<file path="src/rtl/i2cs_pkg.sv">
// i2cs_pkg: register offsets, ID constant and control bit positions shared by the I2C slave mailbox.
package i2cs_pkg;
    localparam logic [7:0] I2CS_ID_DEF  = 8'hA5;
    localparam logic [7:0] I2C_ID       = 8'h00;
    localparam logic [7:0] I2C_I2A_PUSH = 8'h10;
    localparam logic [7:0] I2C_I2A_CNT  = 8'h11;
    localparam logic [7:0] I2C_A2I_HEAD = 8'h20;
    localparam logic [7:0] I2C_A2I_CNT  = 8'h21;
    localparam logic [7:0] I2C_OVF      = 8'h22;
    localparam logic [5:0] APB_CTRL     = 6'h00;
    localparam logic [5:0] APB_DEB      = 6'h04;
    localparam logic [5:0] APB_SCL      = 6'h08;
    localparam logic [5:0] APB_SDA      = 6'h0C;
    localparam logic [5:0] APB_POP      = 6'h10;
    localparam logic [5:0] APB_PUSH     = 6'h14;
    localparam logic [5:0] APB_STAT     = 6'h18;
    localparam logic [5:0] APB_FLUSH    = 6'h1C;
    localparam logic [5:0] APB_IRQ      = 6'h20;
    localparam int FLUSH_I2A     = 0;
    localparam int FLUSH_A2I     = 1;
    localparam int CLR_OVF       = 2;
    localparam int IRQ_I2A_NE    = 0;
    localparam int IRQ_A2I_EMPTY = 1;
    localparam logic [7:0] DLY_RST = 8'h14;
endpackage

</file>
<file path="src/rtl/i2cs_sync_fifo.sv">
// i2cs_sync_fifo: byte FIFO with exact count, sticky overflow and flush; head reads 0 when empty.
module i2cs_sync_fifo #(
    parameter int WIDTH = 8,
    parameter int DEPTH = 8
) (
    input  logic                     clk_i,
    input  logic                     rst_ni,
    input  logic                     push_i,
    input  logic                     pop_i,
    input  logic                     flush_i,
    input  logic                     clr_ovf_i,
    input  logic [WIDTH-1:0]         wdata_i,
    output logic [WIDTH-1:0]         rdata_o,
    output logic [$clog2(DEPTH):0]   count_o,
    output logic                     full_o,
    output logic                     empty_o,
    output logic                     overflow_o
);
    localparam int AW = $clog2(DEPTH);
    localparam int CW = AW + 1;
    logic [WIDTH-1:0] mem_q [DEPTH];
    logic [AW-1:0] wr_q, rd_q;
    logic [CW-1:0] cnt_q;
    logic ovf_q, do_push, do_pop;
    assign empty_o    = cnt_q == '0;
    assign full_o     = cnt_q == CW'(DEPTH);
    assign do_pop     = pop_i & ~empty_o;
    // a pop in the same cycle frees the slot a push into a full FIFO needs
    assign do_push    = push_i & (~full_o | do_pop);
    assign count_o    = cnt_q;
    assign overflow_o = ovf_q;
    assign rdata_o    = empty_o ? '0 : mem_q[rd_q];
    always_ff @(posedge clk_i or negedge rst_ni) begin
        if (!rst_ni) begin
            wr_q  <= '0;
            rd_q  <= '0;
            cnt_q <= '0;
            ovf_q <= 1'b0;
        end else begin
            ovf_q <= (ovf_q & ~clr_ovf_i) | (push_i & ~do_push & ~flush_i);
            if (flush_i) begin
                wr_q  <= '0;
                rd_q  <= '0;
                cnt_q <= '0;
            end else begin
                wr_q  <= wr_q + AW'(do_push);
                rd_q  <= rd_q + AW'(do_pop);
                cnt_q <= cnt_q + CW'(do_push) - CW'(do_pop);
            end
        end
    end
    always_ff @(posedge clk_i)
        if (do_push & ~flush_i) mem_q[wr_q] <= wdata_i;
endmodule

</file>
<file path="src/rtl/i2cs_mailbox_regs.sv">
// i2cs_mailbox_regs: I2C-engine register map, APB config/mailbox registers and two byte FIFOs.
// Build option I2CS_MAILBOX_IRQ_EN adds the APB 0x20 irq enable register and a registered irq_o.
module i2cs_mailbox_regs
    import i2cs_pkg::*;
#(
    parameter int         FIFO_DEPTH   = 8,
    parameter logic [7:0] I2CS_ID      = I2CS_ID_DEF,
    parameter logic [6:0] DEF_DEV_ADDR = 7'h6F
) (
    input  logic        clk_i,
    input  logic        rst_ni,
    input  logic [11:0] paddr_i,
    input  logic        psel_i,
    input  logic        penable_i,
    input  logic        pwrite_i,
    input  logic [31:0] pwdata_i,
    output logic [31:0] prdata_o,
    output logic        pready_o,
    input  logic [7:0]  i2c_reg_addr_i,
    input  logic [7:0]  i2c_reg_wdata_i,
    input  logic        i2c_reg_wrenable_i,
    input  logic        i2c_reg_rd_byte_complete_i,
    output logic [7:0]  i2c_reg_rddata_o,
    output logic [6:0]  i2c_dev_addr_o,
    output logic        i2c_enabled_o,
    output logic [7:0]  i2c_debounce_len_o,
    output logic [7:0]  i2c_scl_delay_len_o,
    output logic [7:0]  i2c_sda_delay_len_o,
    output logic        irq_o
);
    localparam int CW = $clog2(FIFO_DEPTH) + 1;
    logic [6:0] dev_addr_q;
    logic en_q;
    logic [7:0] deb_q, scl_q, sda_q;
    logic [31:0] prdata_q, prdata_d;
    logic [5:0] off;
    logic apb_setup, apb_rd, apb_wr;
    logic i2a_push, i2a_pop, i2a_flush, i2a_clr, i2a_full, i2a_empty, i2a_ovf;
    logic a2i_push, a2i_pop, a2i_flush, a2i_clr, a2i_full, a2i_empty, a2i_ovf;
    logic [7:0] i2a_head, a2i_head;
    logic [CW-1:0] i2a_cnt, a2i_cnt;
    logic [8:0] i2a_cnt9, a2i_cnt9;
    logic unused_bits;
    // only word offsets 0x00..0x20 are decoded; upper address and byte-lane bits alias
    assign off       = {paddr_i[5:2], 2'b00};
    assign apb_setup = psel_i & ~penable_i;
    assign apb_rd    = psel_i & penable_i & ~pwrite_i;
    assign apb_wr    = psel_i & penable_i & pwrite_i;
    assign pready_o  = 1'b1;
    assign prdata_o  = prdata_q;
    assign i2a_cnt9  = 9'(i2a_cnt);
    assign a2i_cnt9  = 9'(a2i_cnt);
    assign i2a_push  = i2c_reg_wrenable_i & (i2c_reg_addr_i == I2C_I2A_PUSH);
    assign i2a_pop   = apb_rd & (off == APB_POP);
    assign a2i_push  = apb_wr & (off == APB_PUSH);
    assign a2i_pop   = i2c_reg_rd_byte_complete_i & (i2c_reg_addr_i == I2C_A2I_HEAD);
    assign i2a_flush = apb_wr & (off == APB_FLUSH) & pwdata_i[FLUSH_I2A];
    assign a2i_flush = apb_wr & (off == APB_FLUSH) & pwdata_i[FLUSH_A2I];
    assign a2i_clr   = apb_wr & (off == APB_FLUSH) & pwdata_i[CLR_OVF];
    assign i2a_clr   = a2i_clr | (i2c_reg_wrenable_i & (i2c_reg_addr_i == I2C_OVF) & i2c_reg_wdata_i[0]);
    assign unused_bits = ^{paddr_i[11:6], paddr_i[1:0], pwdata_i[31:9], i2a_full, a2i_full};
    i2cs_sync_fifo #(.WIDTH(8), .DEPTH(FIFO_DEPTH)) u_i2a (
        .clk_i, .rst_ni, .push_i(i2a_push), .pop_i(i2a_pop), .flush_i(i2a_flush),
        .clr_ovf_i(i2a_clr), .wdata_i(i2c_reg_wdata_i), .rdata_o(i2a_head), .count_o(i2a_cnt),
        .full_o(i2a_full), .empty_o(i2a_empty), .overflow_o(i2a_ovf)
    );
    i2cs_sync_fifo #(.WIDTH(8), .DEPTH(FIFO_DEPTH)) u_a2i (
        .clk_i, .rst_ni, .push_i(a2i_push), .pop_i(a2i_pop), .flush_i(a2i_flush),
        .clr_ovf_i(a2i_clr), .wdata_i(pwdata_i[7:0]), .rdata_o(a2i_head), .count_o(a2i_cnt),
        .full_o(a2i_full), .empty_o(a2i_empty), .overflow_o(a2i_ovf)
    );
`ifdef I2CS_MAILBOX_IRQ_EN
    logic [1:0] irq_en_q;
    logic irq_q;
    assign irq_o = irq_q;
    always_ff @(posedge clk_i or negedge rst_ni) begin
        if (!rst_ni) begin
            irq_en_q <= '0;
            irq_q    <= 1'b0;
        end else begin
            if (apb_wr && off == APB_IRQ) irq_en_q <= pwdata_i[1:0];
            irq_q <= (irq_en_q[IRQ_I2A_NE] & ~i2a_empty) | (irq_en_q[IRQ_A2I_EMPTY] & a2i_empty);
        end
    end
`else
    assign irq_o = 1'b0;
`endif
    always_comb begin
        prdata_d = '0;
        case (off)
            APB_CTRL:  prdata_d = {23'b0, en_q, 1'b0, dev_addr_q};
            APB_DEB:   prdata_d = {24'b0, deb_q};
            APB_SCL:   prdata_d = {24'b0, scl_q};
            APB_SDA:   prdata_d = {24'b0, sda_q};
            APB_POP:   prdata_d = {24'b0, i2a_head};
            APB_STAT:  prdata_d = {a2i_ovf, 6'b0, a2i_cnt9, 7'b0, i2a_cnt9};
`ifdef I2CS_MAILBOX_IRQ_EN
            APB_IRQ:   prdata_d = {30'b0, irq_en_q};
`endif
            default:   prdata_d = '0;
        endcase
    end
    always_comb begin
        i2c_reg_rddata_o = 8'h00;
        case (i2c_reg_addr_i)
            I2C_ID:       i2c_reg_rddata_o = I2CS_ID;
            I2C_I2A_CNT:  i2c_reg_rddata_o = i2a_cnt9[7:0];
            I2C_A2I_HEAD: i2c_reg_rddata_o = a2i_head;
            I2C_A2I_CNT:  i2c_reg_rddata_o = a2i_cnt9[7:0];
            I2C_OVF:      i2c_reg_rddata_o = {7'b0, i2a_ovf};
            default:      i2c_reg_rddata_o = 8'h00;
        endcase
    end
    always_ff @(posedge clk_i or negedge rst_ni) begin
        if (!rst_ni) begin
            dev_addr_q <= DEF_DEV_ADDR;
            en_q       <= 1'b0;
            deb_q      <= DLY_RST;
            scl_q      <= DLY_RST;
            sda_q      <= DLY_RST;
            prdata_q   <= '0;
        end else begin
            if (apb_setup) prdata_q <= prdata_d;
            if (apb_wr && off == APB_CTRL) begin
                dev_addr_q <= pwdata_i[6:0];
                en_q       <= pwdata_i[8];
            end
            if (apb_wr && off == APB_DEB) deb_q <= pwdata_i[7:0];
            if (apb_wr && off == APB_SCL) scl_q <= pwdata_i[7:0];
            if (apb_wr && off == APB_SDA) sda_q <= pwdata_i[7:0];
        end
    end
    assign i2c_dev_addr_o      = dev_addr_q;
    assign i2c_enabled_o       = en_q;
    assign i2c_debounce_len_o  = deb_q;
    assign i2c_scl_delay_len_o = scl_q;
    assign i2c_sda_delay_len_o = sda_q;
endmodule

</file>
<file path="config.mk">
export PLATFORM = sky130hd
export DESIGN_NAME = i2cs_mailbox_regs
export DESIGN_NICKNAME = d
export VERILOG_FILES = /design/src/rtl/i2cs_pkg.sv /design/src/rtl/i2cs_sync_fifo.sv /design/src/rtl/i2cs_mailbox_regs.sv
export SDC_FILE = /design/constraint.sdc
export NUM_CORES = 1
export LEC_CHECK = 0
export CORE_UTILIZATION = 49
export DETAILED_ROUTE_END_ITERATION = 8
export HOLD_SLACK_MARGIN = 0.02
export PLACE_DENSITY = 0.77
export SLEW_MARGIN = 20
export SYNTH_ARGS = -nofsm -noshare
export SYNTH_HDL_FRONTEND = slang
export SYNTH_HIERARCHICAL = 1
export SYNTH_SLANG_ARGS = --single-unit
export TNS_END_PERCENT = 5
</file>
<file path="constraint.sdc">
create_clock -name clk_i -period 2.41 [get_ports clk_i]
set_input_delay 0.482 -clock clk_i [delete_from_list [all_inputs] [get_ports clk_i]]
set_output_delay 0.482 -clock clk_i [all_outputs]
set_load 0.02 [all_outputs]
</file>
Yosys cells after proc, flatten, opt, wreduce, memory -nomap -nowiden
Memories as Yosys holds them, arrays and structs flattened.
Cells that the tools add are included.
Storage, ports and cells
  register bits after elaboration: 86
  bits in writable memories: 128
  input bits: 67
  output and inout bits: 74
  logic and storage cells: 103
  memories: 2
Cells by class
  add/sub/neg operators: 8
  equal/unequal tests: 14
  multiplexer cells: 14
  bitwise operators: 43
  reductions and logical operators: 8
Memories
  u_a2i.mem_q: depth 8, bits a word 8, read ports 1, clocked after Yosys merged registers in 0, wr ports 1, RTL line i2cs_sync_fifo.sv:21  | logic [WIDTH-1:0] mem_q [DEPTH];
  u_i2a.mem_q: depth 8, bits a word 8, read ports 1, clocked after Yosys merged registers in 0, wr ports 1, RTL line i2cs_sync_fifo.sv:21
Operator list (count)
  $pmux 32 s6: 1
  $pmux 8 s5: 1
  $and 1x1->1: 26
  $eq 8x6->1 const B: 3
  $eq 4x3->1 const B: 4
  $eq 8x5->1 const B: 2
  $mux 8: 2
  $add 3x1->3: 4
  $mux 3: 4
  $not 1->1: 12
  $add 4x1->4: 2
  $eq 4x2->1 const B: 2
  $eq 4x4->1 const B: 2
  $logic_not 4->1: 2
  $logic_not 8->1: 1
  $mux 4: 2
  $sub 4x1->4: 2
  $logic_not 6->1: 1
  $or 1x1->1: 5
  $eq 4x1->1 const B: 1
  $logic_and 1x1->1: 4
  $mux 1: 4

Longest topological paths before layout
Gate-level depths: netlist of the first run.
  depth after elaboration: 10
  depth in mapped cells: 10
  gate-level depth less buffers: 10

Cells and area by module
Netlist of the first run, hierarchy kept.
Modules (own cells, without submodules)
  i2cs_sync_fifo at u_i2a: instances 1, cells each 204, area each 3276.9 um^2, seq. area each 2197.1 um^2
  i2cs_sync_fifo at u_a2i: instances 1, cells each 204, area each 3271.9 um^2, seq. area each 2197.1 um^2
  i2cs_mailbox_regs: instances 1, cells each 235, area each 2610.0 um^2, seq. area each 1166.1 um^2

Least setup slack after synthesis of the first run
Ideal clock, no wire load.
  kind: in2reg
  from: in i2c_reg_addr_i[3]
  to: mem u_i2a.mem_q[2][0] (enable)
  library setup time: 0.395 ns
  arrival time: 3.008 ns
  required time: 2.015 ns
  slack: -0.993 ns
  stages: 5
  path buffers: 0
  cells stage by stage: or4_4 or2_1 nor4_1 o211ai_2 nor4_1
Between the ends
  longest elaborated chain between the ends: 6
Ends and longest elaborated chain
  start: declaration: RTL line i2cs_mailbox_regs.sv:19  | input logic [7:0] i2c_reg_addr_i,
  $eq 8x5->1: RTL line i2cs_mailbox_regs.sv:53  | assign i2a_push = i2c_reg_wrenable_i & (i2c_reg_addr_i == I2C_I2A_PUSH);
  $and 1x1->1: RTL line i2cs_mailbox_regs.sv:53
  named net i2a_push: RTL line i2cs_mailbox_regs.sv:38  | logic i2a_push, i2a_pop, i2a_flush, i2a_clr, i2a_full, i2a_empty, i2a_ovf;
  $and 1x1->1: RTL line i2cs_sync_fifo.sv:29  | assign do_push = push_i & (~full_o | do_pop);
  $and 1x1->1: RTL line i2cs_sync_fifo.sv:53  | if (do_push & ~flush_i) mem_q[wr_q] <= wdata_i;
  $mux 1: RTL line i2cs_sync_fifo.sv:53
  $mux 1 (implied by the code): RTL line i2cs_sync_fifo.sv:53
  end: declaration: RTL line i2cs_sync_fifo.sv:21
The timed path passes the listed nets, and every way through them passes these cells.

Worst setup path in the final report of the first run
  from: in psel_i
  to: reg u_i2a.cnt_q[3], in the netlist u_i2a/count_o[3]
Between the ends
  longest elaborated chain between the ends: 9
  elaborated cells between the ends (all ways): 12
  those cells by class: add/sub: 2; mux: 1; bitwise: 9
Ends and longest elaborated chain
  start: declaration: RTL line i2cs_mailbox_regs.sv:13  | input logic psel_i,
  $and 1x1->1 (*) (2 in a row): RTL line i2cs_mailbox_regs.sv:47  | assign apb_rd = psel_i & penable_i & ~pwrite_i;
  $and 1x1->1 (*): RTL line i2cs_mailbox_regs.sv:54  | assign i2a_pop = apb_rd & (off == APB_POP);
  named net i2a_pop: RTL line i2cs_mailbox_regs.sv:38
  $and 1x1->1 (*): RTL line i2cs_sync_fifo.sv:27  | assign do_pop = pop_i & ~empty_o;
  $or 1x1->1: RTL line i2cs_sync_fifo.sv:29
  $and 1x1->1: RTL line i2cs_sync_fifo.sv:29
  $add 4x1->4: RTL line i2cs_sync_fifo.sv:48  | cnt_q <= cnt_q + CW'(do_push) - CW'(do_pop);
  $sub 4x1->4 (*): RTL line i2cs_sync_fifo.sv:48
  $mux 4 (*): RTL line i2cs_sync_fifo.sv:41  | if (flush_i) begin
  end signal: assignment: RTL line i2cs_sync_fifo.sv:48
  end: declaration: RTL line i2cs_sync_fifo.sv:23  | logic [CW-1:0] cnt_q;
The timed path passes the listed nets; every way through them passes the cells marked *.
A chain may end at the register's enable or synchronous reset.

==> results.cfg, run 1 <==
[run_status]
run_status = complete, but fails checks
failing_checks = DRC, setup timing

[clock_tree]
tritoncts_num_sinks = 196
cts_inserted_buffers = 17
htree_num_levels = 4
worstSkewPairLatency_ps = 440
clk_pin_slew_worst_paths_ps = 70
clock_tree.root_cell = clkbuf_16
cts_tree = done
clockBufferDepth = 2

[place]
dp_hpwl_microns = 15090
routabilityCongestion = 0.8745
io_buffer_count = 89
dp_worst_setup_slack_ps = -981.1
placement.cell_area_sq_um = 10780

[global_route]
antenna_found_initial = 0
overflow = 0
gr-usage-met3_pct = 5.283
most_used_layer_global_route = met2
grt_pass1_vias = 6183
wire_length_of_the_first_global_routing_pass_microns = 33580
grt_util_all_layers_pct = 23.15
grt_use_met1_pct = 28.70
grt.met2_usage_pct = 39.46
largest_net_degree_at_the_start_of_global_routing = 57

[floorplan]
placeableCoreArea_sq_um = 18150
rows = 49
ioPinCount = 141
fp.dieArea_sq_um = 19230
die_height_microns = 138.7
initial_core_util_pct = 50.43
die_width_microns = 138.7

[timing]
final_max_slew_viol_count = 0
rsz_0062_raised_after_global_routing = true
final_period_minus_worst_setup_slack_ps = 2516
worst_pin_slew_ps = 567.5
setup_violations = 14
headroom_to_the_max_slew_limit_pct = 62.03
clock.fmax_mhz = 397.4
finalCritPeriodShare_pct = 104.4
finClkSkew_ps = 12.41
timing.final.hold_violations = 0
worst_slack_ps = -106.2

[drt]
detail_route.wl_per_cell_microns = 20.25
totalWireLength_microns = 21220
number_of_nets_with_antenna_violations_after_routing = 0
routed-via-count = 5904
drtIter0Drc = 361
vias_per_cell = 5.634
post-route-drc-count = 24
tritonroute_pass_1_iters = 7

[power_and_ir_drop]
peakVddDrop_uv = 765.3
p_leak_nw = 4.455
design_power_total_mw = 8.512
pwr_dens_nw_per_um2 = 739.3

[worst_setup_path]
timing.setup.critical_path_class = in2reg
timing.critical_path.slowest_stage_cell = clkdlybuf4s50_1
cp.arrival_ps = 2840
required_ps = 2730
crit_path_start_kind = input port
number_of_cells_on_the_worst_reg_to_reg_path = 8
worst_setup_path_end_kind = flip-flop
crit_path_max_fanout = 3
critical_path.cell_chain = clkdlybuf4s50_1, and4b_1, and3b_2, inv_1, or3_4, ha_1, a21o_1, a21oi_2, mux2_4
critical_path.max_stage_delay_ps = 480

[finish]
diodes = 0
syn2layout_area_growth_pct = 25.81
fin_nets = 893
fraction_of_final_layout_cells_with_drive_strength_greater_than_1_pct = 30.28
design_area_sq_um = 11510

[yosys]
synth.yosys.warnings = 6
postSynthAreaPerCell_sq_um = 14.28
summed_instance_area_of_the_synthesized_netlist_sq_um = 9151
synth_cells = 641

[run]
max_cap_violations = 0

[worst_hold_path]
hold_path_class = in2async
-- final cells by class --
class,instances,area (sq um)
repair buffers,179,1593
flip-flops and latches,196,5560
well taps,229,286.5
multi-input cells,394,3425
clock buffers,20,436.7
clock inverters,12,145.1
fillers,1320,6634
inverters,18,67.56
-- layer usage --
metal / up-vias / share of wire (%)
li1: 2706 / -
met1: 2948 / 41
met2: 211 / 51
met3: 39 / 5.8
met4: 0 / 2.4
met5: - / 0
-- what timing repair did --
action,4_1_cts,5_1_grt
pin swaps,26,5
endpoints found under the setup margin,151,58
hold buffers,1,0
setup buffers,3,0
endpoints found under the hold margin,12,0
resized for setup,91,7
-- critical path: cells and delay by family --
kind / cells / cell delay, ps
adders and majority gates: 1 / 280
buffers and inverters: 2 / 530
muxes: 1 / 310
and+or+nand+nor: 3 / 880
AOI/OAI and AO/OA: 2 / 340
-- cells in the final DEF, fill, tap and decap left out, types with 4 or more instances in the layout --
master and instances:
a21oi_1 10, a21oi_2 4, a22o_1 45, a22oi_1 6, and2_1 6, buf_4 86, buf_6 10, clkbuf_16 17
clkdlybuf4s50_1 72, conb_1 20, dfrtp_1 56, dfstp_2 12, edfxtp_1 128, ha_1 14, inv_1 14, inv_2 4
inv_6 5, mux2_2 39, mux2i_1 69, nand2_1 8, nand2b_1 5, nand3_1 6, nor2_1 36, nor2b_1 21
nor3_2 16, nor3b_1 6, o21ai_0 5, o22ai_1 7, xnor2_1 6
-- state kept, by name, indices dropped and copies added, names as in the netlist, 3 cells and up --
signal / cells
i2c_debounce_len_o: 8
i2c_dev_addr_o: 7
i2c_scl_delay_len_o: 8
i2c_sda_delay_len_o: 8
prdata_o: 14
u_a2i/count_o: 4
u_a2i/mem_q: 64
u_a2i/rd_q: 3
u_a2i/wr_q: 3
u_i2a/count_o: 4
u_i2a/mem_q: 64
u_i2a/rd_q: 3
u_i2a/wr_q: 3
-- where the power goes --
group / leakage, nW / internal [mW] / total (mW) / switching, mW
registers: 2.02 / 3.77 / 3.96 / 0.189
logic: 2.15 / 0.865 / 1.76 / 0.897
clock network: 0.280 / 1.48 / 2.79 / 1.31
-- worst paths after layout --
kind,slack [ps],endpoint,from
max in group asynchronous,1260,i2c_debounce_len_o[4],rst_ni
worst min register to register,490,u_a2i/overflow_o,u_a2i/overflow_o
worst max-delay path,-110,u_i2a/count_o[3],psel_i
worst max register to register,30,u_i2a/count_o[3],u_i2a/count_o[3]
worst min-delay path,480,u_a2i/count_o[0],rst_ni
min in group clk_i,490,u_a2i/overflow_o,u_a2i/overflow_o
-- metrics by stage --
stage / hold WS [ps] / util, % / instances / setup TNS [ps]
2_1_floorplan: 186.4 / - / 659 / -31670
3_3_place_gp: 395.8 / 59.40 / 1012 / -84840
3_5_place_dp: 405.5 / 59.40 / 1012 / -91560
4_1_cts: 490.0 / 63.33 / 1048 / -1244
5_1_grt: 502.7 / 63.44 / 1048 / -1892
6_report: 482.9 / 63.44 / 1048 / -975.5
No activity file was read; power rests on OpenSTA's default activity.
==> inputs of run 2 (changes only) <==
CORE_MARGIN = 2   (was not set)
==> results.cfg, run 2 (same netlist as run 1, synthesis figures left out) <==
[timing]
setup_violations = 14
clock.fmax_mhz = 383.7
rsz_0062_raised_after_global_routing = true
final_max_slew_viol_count = 0
finalCritPeriodShare_pct = 108.1
headroom_to_the_max_slew_limit_pct = 61.66
worst_slack_ps = -196.1
final_period_minus_worst_setup_slack_ps = 2606
timing.final.hold_violations = 0
worst_pin_slew_ps = 573.0
whs_ps = 49.32
finClkSkew_ps = 9.754

[worst_setup_path]
worst_setup_path_end_kind = output port
regToRegSetupSlack_ps = -10
timing.critical_path.to = i2c_reg_rddata_o[0]
cp-startpoint = u_a2i/rd_q[1]
crit_path_start_kind = flip-flop
reg2reg_from = u_a2i/count_o[2]
required_ps = 1930
reg2reg_to = u_a2i/count_o[3]
crit_path_max_fanout = 6
cp.arrival_ps = 2120
number_of_cells_on_the_worst_reg_to_reg_path = 10
timing.setup.critical_path_class = reg2out

[finish]
syn2layout_area_growth_pct = 26.80
most-common-layout-cells = 128 x edfxtp_1, 93 x buf_4, 73 x clkdlybuf4s50_1
fin_nets = 901
n_fill_cell = 1301
layout.cells.most_common = edfxtp_1
fraction_of_final_layout_cells_with_drive_strength_greater_than_1_pct = 31.20
final_cell_count_no_fill = 1056
diodes = 0

[floorplan]
initial_core_util_pct = 50.43
die_height_microns = 140.7
rows = 49
fp.dieArea_sq_um = 19790
die_width_microns = 140.7
ioPinCount = 141
placeableCoreArea_sq_um = 18150

[clock_tree]
cts_tree = done
worstSkewPairLatency_ps = 440
cts_inserted_buffers = 17
clockBufferDepth = 2
htree_num_levels = 4
clk_pin_slew_worst_paths_ps = 70
clock_tree.root_cell = clkbuf_16
tritoncts_num_sinks = 196

[worst_hold_path]
hold_path_class = in2async

[global_route]
overflow = 0
wire_length_of_the_first_global_routing_pass_microns = 34270
largest_net_degree_at_the_start_of_global_routing = 69
grt_pass1_vias = 6264
grt_util_all_layers_pct = 22.62
antenna_found_initial = 0

[place]
routabilityCongestion = 0.8565
io_buffer_count = 89
placed_cells_incl_taps = 1019
dp_hpwl_microns = 15290

[drt]
vias_per_cell = 5.630
number_of_nets_with_antenna_violations_after_routing = 0
post-route-drc-count = 0
drtIter0Drc = 380
detail_route.wl_per_cell_microns = 20.48
totalWireLength_microns = 21630
tritonroute_pass_1_iters = 5
routed-via-count = 5945

[power_and_ir_drop]
peakVddDrop_uv = 714.3
p_leak_nw = 4.503
pwr_dens_nw_per_um2 = 737.0

[run]
max_cap_violations = 0

[run_status]
failing_checks = setup timing
run_status = complete, but fails checks
run 2: worst max-delay path, stage by stage, from the launching register on:
cell and delay (ps):
dfrtp_2 480, buf_6 140, mux2i_1 110, a22o_1 220, nor3_2 170, mux2i_1 100, o21ai_1 170, o2bb2ai_1 130
buf_4 160
run 2: metrics by stage:
stage / setup WS, ps / TNS, ps / total power [mW] / instance area, sq um / util, %
floorplan: -502.3 / -31670 / 4.963 / 9294 / -
global placement: -891.2 / -85840 / 5.604 / 10870 / 59.90
detailed placement: -977.1 / -95200 / 5.688 / 10870 / 59.90
CTS: -212.0 / -2124 / 8.520 / 11560 / 63.69
global route: -252.0 / -2737 / 8.869 / 11600 / 63.94
finish: -196.1 / -1760 / 8.552 / 11600 / 63.94
run 2: power by group:
part           internal, mW  switching (mW)  total, mW
clock network          1.39            1.37       2.76
registers              3.77           0.191       3.96
logic                 0.897           0.926       1.82
run 2: layer usage:
layer  vias up  share of wire (%)  global-route usage, %
li1       2714                  -                      -
met1      3010                 41                  28.95
met2       191                 51                  39.10
met3        30                5.8                  4.280
met4         0                1.8                  7.368
met5         -                  0                      0
run 2: area by class of cell:
type                    instances  area (sq um)  share of cell area [%]
clock inverters                14         151.4                   1.305
well taps                     229         286.5                   2.469
multi-input cells             394          3428                   29.55
inverters                      18         67.56                  0.5823
flip-flops and latches        196          5562                   47.93
clock buffers                  18         429.2                   3.699
repair buffers                187          1679                   14.47
run 2: worst min-delay path by stage:
| stage | start | to | slack [ps] | cells after the start |
|---|---|---|---|---|
| floorplan | rst_ni | i2c_debounce_len_o[0] | 190 | 0 |
| global placement | u_a2i/overflow_o | u_a2i/overflow_o | 480 | 2 |
| detailed placement | u_a2i/overflow_o | prdata_o[31] | 490 | 1 |
| CTS | rst_ni | u_a2i/count_o[0] | 60 | 2 |
| global route | rst_ni | u_a2i/count_o[0] | 70 | 2 |
| finish | rst_ni | u_a2i/count_o[0] | 50 | 2 |
run 2: timing repair:
| action | CTS | global route |
|---|---|---|
| pin swaps | 22 | 9 |
| hold buffers | 0 | 0 |
| endpoints found under the setup margin | 152 | 54 |
| setup buffers | 5 | 0 |
| gates cloned | 0 | 0 |
| resized for setup | 80 | 12 |
==> inputs of run 3 (changes only) <==
ABC_AREA = 0   (was not set)
==> results of run 3 <==
No change in the layout: final DEF, timing and power equal those of run 2.
